--- config.mk ---
export PLATFORM = sky130hd
export DESIGN_NAME = rx_dc_cal_ctrl
export DESIGN_NICKNAME = d
export VERILOG_FILES = /design/src/rtl/rx_dc_cal_ctrl.sv
export SDC_FILE = /design/constraint.sdc
export NUM_CORES = 1
export LEC_CHECK = 0
export ABC_AREA = 1
export BUFFER_PORTS_ARGS = -buffer_cell sky130_fd_sc_hd__buf_2
export CAP_MARGIN = 5
export CORE_AREA = 2 2 200 202
export CTS_CLUSTER_DIAMETER = 80
export DETAILED_ROUTE_END_ITERATION = 12
export DIE_AREA = 0 0 202 204
export GPL_TIMING_DRIVEN = 0
export PLACE_DENSITY = 0.58
export SLEW_MARGIN = 20
export SYNTH_ARGS = -nofsm -noshare
export SYNTH_HDL_FRONTEND = slang
export SYNTH_SLANG_ARGS = --single-unit
--- constraint.sdc ---
create_clock -name clk -period 2.5 [get_ports clk]
set_input_delay 0.625 -clock clk [delete_from_list [all_inputs] [get_ports clk]]
set_output_delay 0.625 -clock clk [all_outputs]
set_load 0.02 [all_outputs]
--- src/rtl/rx_dc_cal_ctrl.sv ---
// RX DC-offset calibration sequencer on the settings bus: clears the frontend offsets,
// averages 2^LOG_N I/Q samples, and writes back the negated means. Host writes always win.
module rx_dc_cal_ctrl #(
  parameter int BASE      = 0,
  parameter int CTRL_ADDR = 8,
  parameter int LOG_N     = 10,
  parameter int SETTLE    = 16
) (
  input  logic        clk,
  input  logic        rst_n,
  input  logic        set_stb,
  input  logic [7:0]  set_addr,
  input  logic [31:0] set_data,
  output logic        fe_set_stb,
  output logic [7:0]  fe_set_addr,
  output logic [31:0] fe_set_data,
  input  logic [23:0] i_in,
  input  logic [23:0] q_in,
  input  logic        run,
  output logic        busy,
  output logic        done,
  output logic [31:0] debug
);

  localparam int             AW          = 24 + LOG_N;
  localparam logic [7:0]     I_ADDR      = 8'(BASE + 3);
  localparam logic [7:0]     Q_ADDR      = 8'(BASE + 4);
  localparam logic [7:0]     CTRL        = 8'(CTRL_ADDR);
  localparam logic [7:0]     SETTLE_LAST = 8'(SETTLE - 1);
  localparam logic [LOG_N:0] N_SAMP      = {1'b1, {LOG_N{1'b0}}};
  localparam logic [LOG_N:0] CNT_ONE     = {{LOG_N{1'b0}}, 1'b1};

  typedef enum logic [2:0] {
    S_IDLE   = 3'd0,
    S_CLR_I  = 3'd1,
    S_CLR_Q  = 3'd2,
    S_SETTLE = 3'd3,
    S_ACCUM  = 3'd4,
    S_CALC   = 3'd5,
    S_WR_I   = 3'd6,
    S_WR_Q   = 3'd7
  } state_e;

  state_e             state_q;
  logic [7:0]         settle_cnt_q;
  logic [LOG_N:0]     sample_cnt_q;
  logic signed [AW-1:0] acc_i_q, acc_q_q;
  logic signed [23:0] corr_i_q, corr_q_q;
  logic               fe_set_stb_q;
  logic [7:0]         fe_set_addr_q;
  logic [31:0]        fe_set_data_q;
  logic               done_q;

  logic               ctrl_wr, abort, start;
  logic signed [AW-1:0] i_ext, q_ext, acc_i_d, acc_q_d, shr_i, shr_q;
  logic [LOG_N:0]     sample_cnt_d;
  logic signed [23:0] mean_i, mean_q;

  // Abort wins over start when a single control write carries both bits.
  assign ctrl_wr = set_stb && (set_addr == CTRL);
  assign abort   = ctrl_wr && set_data[1];
  assign start   = ctrl_wr && set_data[0] && !set_data[1];

  assign i_ext        = {{LOG_N{i_in[23]}}, i_in};
  assign q_ext        = {{LOG_N{q_in[23]}}, q_in};
  assign acc_i_d      = acc_i_q + i_ext;
  assign acc_q_d      = acc_q_q + q_ext;
  assign sample_cnt_d = sample_cnt_q + CNT_ONE;

  // The mean of 2^LOG_N 24-bit samples always fits back into 24 bits.
  assign shr_i  = acc_i_q >>> LOG_N;
  assign shr_q  = acc_q_q >>> LOG_N;
  assign mean_i = shr_i[23:0];
  assign mean_q = shr_q[23:0];

  function automatic logic signed [23:0] neg_sat(input logic signed [23:0] m);
    return (m == 24'sh800000) ? 24'sh7FFFFF : -m;
  endfunction

  // NOTE: every register below is written with <= so all updates see pre-edge values;
  // the async reset clears the datapath registers too, so a restart never sees stale sums.
  always_ff @(posedge clk or negedge rst_n) begin
    if (!rst_n) begin
      state_q       <= S_IDLE;
      settle_cnt_q  <= '0;
      sample_cnt_q  <= '0;
      acc_i_q       <= '0;
      acc_q_q       <= '0;
      corr_i_q      <= '0;
      corr_q_q      <= '0;
      fe_set_stb_q  <= 1'b0;
      fe_set_addr_q <= '0;
      fe_set_data_q <= '0;
      done_q        <= 1'b0;
    end else begin
      fe_set_stb_q <= set_stb;
      done_q       <= 1'b0;
      if (set_stb) begin
        fe_set_addr_q <= set_addr;
        fe_set_data_q <= set_data;
      end

      if (abort) begin
        state_q <= S_IDLE;
      end else begin
        case (state_q)
          S_IDLE: begin
            if (start) begin
              state_q      <= S_CLR_I;
              acc_i_q      <= '0;
              acc_q_q      <= '0;
              sample_cnt_q <= '0;
            end
          end
          S_CLR_I: begin
            if (!set_stb) begin
              fe_set_stb_q  <= 1'b1;
              fe_set_addr_q <= I_ADDR;
              fe_set_data_q <= '0;
              state_q       <= S_CLR_Q;
            end
          end
          S_CLR_Q: begin
            if (!set_stb) begin
              fe_set_stb_q  <= 1'b1;
              fe_set_addr_q <= Q_ADDR;
              fe_set_data_q <= '0;
              settle_cnt_q  <= '0;
              state_q       <= S_SETTLE;
            end
          end
          S_SETTLE: begin
            if (settle_cnt_q == SETTLE_LAST) state_q <= S_ACCUM;
            else                             settle_cnt_q <= settle_cnt_q + 8'd1;
          end
          S_ACCUM: begin
            if (run) begin
              acc_i_q      <= acc_i_d;
              acc_q_q      <= acc_q_d;
              sample_cnt_q <= sample_cnt_d;
              if (sample_cnt_d == N_SAMP) state_q <= S_CALC;
            end
          end
          S_CALC: begin
            corr_i_q <= neg_sat(mean_i);
            corr_q_q <= neg_sat(mean_q);
            state_q  <= S_WR_I;
          end
          S_WR_I: begin
            if (!set_stb) begin
              fe_set_stb_q  <= 1'b1;
              fe_set_addr_q <= I_ADDR;
              fe_set_data_q <= {{8{corr_i_q[23]}}, corr_i_q};
              state_q       <= S_WR_Q;
            end
          end
          S_WR_Q: begin
            if (!set_stb) begin
              fe_set_stb_q  <= 1'b1;
              fe_set_addr_q <= Q_ADDR;
              fe_set_data_q <= {{8{corr_q_q[23]}}, corr_q_q};
              done_q        <= 1'b1;
              state_q       <= S_IDLE;
            end
          end
          default: state_q <= S_IDLE;
        endcase
      end
    end
  end

  assign fe_set_stb  = fe_set_stb_q;
  assign fe_set_addr = fe_set_addr_q;
  assign fe_set_data = fe_set_data_q;
  assign done        = done_q;
  assign busy        = (state_q != S_IDLE);
  assign debug       = {1'b0, state_q, {(27 - LOG_N){1'b0}}, sample_cnt_q};

endmodule

==> results.toml <==
[worst_setup_path]
cpPeakStageDelay_ns = 0.49
most_frequent_cell_on_the_critical_path = "inv_2"
worst_reg2reg_path_length_in_cells = 8
path_depth = 8
crit_fanout = 10
cp.buffers_inverters = 3
worst-endpoint-required_ns = 2.89
worst-endpoint-arrival_ns = 2.71
criticalPathCategory = "reg -> reg"
timing.critical_path.cells = "nor2_1 -> inv_2 -> nor2_4 -> nand3_2 -> inv_2 -> clkbuf_2 -> nand3_1 -> nand2_1"
critical_path.top_delay_family = "simple AND/OR/NAND/NOR gates"
crit_slowest_cell = "dfrtp_1"
cp-end-kind = "flip-flop"
worst_setup_path_start_kind = "flip-flop"

[routing]
drt_pre_antenna_iters = 6
drc_errors = 0
routed-via-count = 13469
dr_wl_met3_mm = 1.89
routed_wl_mm = 42.2
met1_length_mm = 20.4
wl_met2_mm = 18.9
antenna_violating_nets_post_route = 0
routed.top_layer = "met4"
viasPerCell = 4.90
drt_first_iter_violations = 927
route.detailed.wl_per_inst_um = 15.4

[clock_tree]
clock_latency_ns = 0.46
cts_num_sinks = 180
cts-root-buf = "clkbuf_16"
clock_tree_from_tritoncts = "built"
cts_made_buffers = 17
post_cts_resize_count = 3
maximum_clock_path_buffer_count = 2
cts.htree.levels = 4
clk_transition_reported_paths_ns = 0.07
number_of_buffers_added_to_fix_hold_violations_after_cts = 0
post_cts.repair.setup_buffers = 0

[finish]
antenna_cells = 0
finalNonFillerCells = 2748
synthToLayoutAreaGrowth_pct = 15.9
fill_cells = 4204
final_cell_area_sq_um = 15700
final_net_count = 2374
fin_util = 0.400
drive_gt1_frac = 0.125

[floorplan]
fp.dieArea_sq_um = 41200
std_cell_rows = 73
design.portCount = 167
dieWidth_um = 202
placeableCoreArea_sq_um = 39200
die-height_um = 204
initial_utilization = 0.345

[worst_hold_path]
hold_path_class = "in -> async"

[timing]
timing.clock.skew_ns = 0.0150
max_slew_margin = 0.518
period_minus_slack_ns = 2.32
drv_slew = 0
fmax_mhz = 431
whs_ns = 0.139
finalSetupViolations = 0
hold_viol = 0
max_slew.worst_pin.slew_ns = 0.722
final_min_period_over_clock_period = 0.927

[power]
power.clock.fraction = 0.158
total_power_mw = 18.1
max-vdd-ir-drop_mv = 0.553
cell_pwr_density_nw_per_um2 = 1160
power_switching_share = 0.501
pwr-share-seq = 0.296
internal_power_mw = 9.04
p_switching_mw = 9.08
p_comb_frac = 0.547
cellLeakagePower_nw = 8.17

[job]
maxCapViolations = 0

[synthesis]
number_of_flops_mapped_to_enable_cells_by_yosys = 0
synth.area.top_cells = "dfrtp_1 33%, nand2_1 18%, ha_1 6.5%, nor2_1 6.2%, inv_1 5.9%"
syn-mean-instance-area_sq_um = 6.68
synth_seq_area_share = 0.333
synth_most_common_cell = "nand2_1"
asyncSetResetFlopFracSynth = 1.00
yosys.cell_types.count = 49
synth_commonest_cells = "657 x nand2_1, 225 x nor2_1, 211 x inv_1"
synth_largest_area_cell = "dfrtp_1"
synthesis.yosys.warnings = 0
mappedNetlistArea_sq_um = 13500
synth_top_cell_area_share = 0.333
primary_flip_flop_cell_chosen_by_synthesis_mapping = "dfrtp_1"
synth.ff_latch_count = 180
syn-instance-count = 2024

[global_routing]
vias_in_the_first_global_route = 12867
grt_max_degree = 95
grt_antenna_before_repair = 0
grt_remaining_overflow = 0
groute.usage.overall = 0.208
grt_first_pass_wirelength_mm = 67.5

[place]
numPlacedInstances = 2716
buffer_ports.inserted = 148
hpwl_mm = 34.1
place.gp.congestion = 0.934
detailed_place.area_sq_um = 15000

[outcome]
run_status = "finished, final reports clean"
==> cells by family after synthesis <==
logic type	after synthesis	share of synthesized area
xor gates and xnor gates	40	0.0259
DFF	180	0.333
other	1	0.000277
adders and majority gates	72	0.0677
buffers and inverters	284	0.0879
muxes	8	0.00592
and+or+nand+nor	1111	0.342
AOI/OAI and AO/OA	328	0.137
==> flip-flops by register name, summed over array words and instances (netlist names) <==
| signal | cells |
|---|---|
| corr_i_q | 24 |
| done | 1 |
| acc_i_q | 34 |
| settle_cnt_q | 8 |
| state_q | 3 |
| corr_q_q | 24 |
| fe_set_data | 32 |
| acc_q_q | 34 |
| sample_cnt_q | 11 |
| fe_set_addr | 8 |
| fe_set_stb | 1 |
==> power groups by stage <==
stage / combinational (mW) / clock (mW) / sequential [mW]
3_5_place_dp: 9.83 / 0 / 5.38
2_1_floorplan: 6.91 / 0 / 5.32
6_report: 9.91 / 2.86 / 5.36
4_1_cts: 9.89 / 2.92 / 5.33
3_3_place_gp: 9.72 / 0 / 5.34
5_1_grt: 11.3 / 3.02 / 5.51
==> placed cells by master (no fill, tap or decap), types with 4 or more instances in the layout <==
| cell | instances |
|---|---|
| a21oi_1 | 111 |
| a21o_1 | 7 |
| xor2_1 | 32 |
| buf_2 | 160 |
| nand2_1 | 652 |
| clkbuf_16 | 17 |
| conb_1 | 18 |
| inv_2 | 9 |
| clkbuf_1 | 20 |
| buf_4 | 24 |
| clkbuf_2 | 4 |
| clkinv_4 | 5 |
| o31ai_1 | 20 |
| nor2_2 | 6 |
| o21ai_0 | 147 |
| nand3_1 | 126 |
| nand4_1 | 24 |
| nor3_2 | 4 |
| a22o_1 | 17 |
| nor2_1 | 225 |
| nand3b_1 | 13 |
| dfrtp_1 | 180 |
| mux2i_1 | 8 |
| ha_1 | 69 |
| nor3_1 | 31 |
| inv_1 | 211 |
| o31ai_2 | 4 |
| or2_2 | 9 |
| xnor2_1 | 8 |
| nand2_2 | 9 |
| o21bai_1 | 5 |
==> worst paths after layout <==
path                              start         endpoint  slack [ns]
min in group clk            set_data[5]   fe_set_data[5]        0.37
setup reg to reg             state_q[0]      acc_i_q[28]        0.18
hold reg to reg            corr_i_q[16]     corr_i_q[16]        0.48
hold / removal                    rst_n       acc_q_q[7]        0.14
setup / recovery             state_q[0]      acc_i_q[28]        0.18
max in group asynchronous         rst_n  fe_set_data[14]        1.50
==> through the flow <==
step / setup slack (ns) / setup TNS (ns)
after floorplan: 0.286 / 0
after global placement: -2.39 / -428.33
after detailed placement: -0.311 / -4.11
after CTS: 0.0547 / 0
after global routing: -0.0129 / -0.0225
final: 0.182 / 0
==> worst register-to-register path: cells and delay by family, from the launching register on <==
kind	cells	cell delay, ns
simple gates	5	1.07
flops	1	0.49
buf+inv	3	0.70
==> cell type report <==
type                       instances  area [sq um]  area share
sequential                       180          4500       0.287
inverter                         220           826      0.0527
timing repair buffer             150           806      0.0514
clock inverter                    14           168      0.0107
clock buffer                      18           439      0.0280
tap                              525           657      0.0419
multi-input combinational       1577          7910       0.505
buffer                            64           367      0.0234
==> metal layers <==
layer,GRT usage,up-vias
met2,0.335,316
li1,-,6938
met4,0.0748,0
met1,0.286,6165
met5,0,-
met3,0.0273,50
Power figures use the tool's default switching activity.
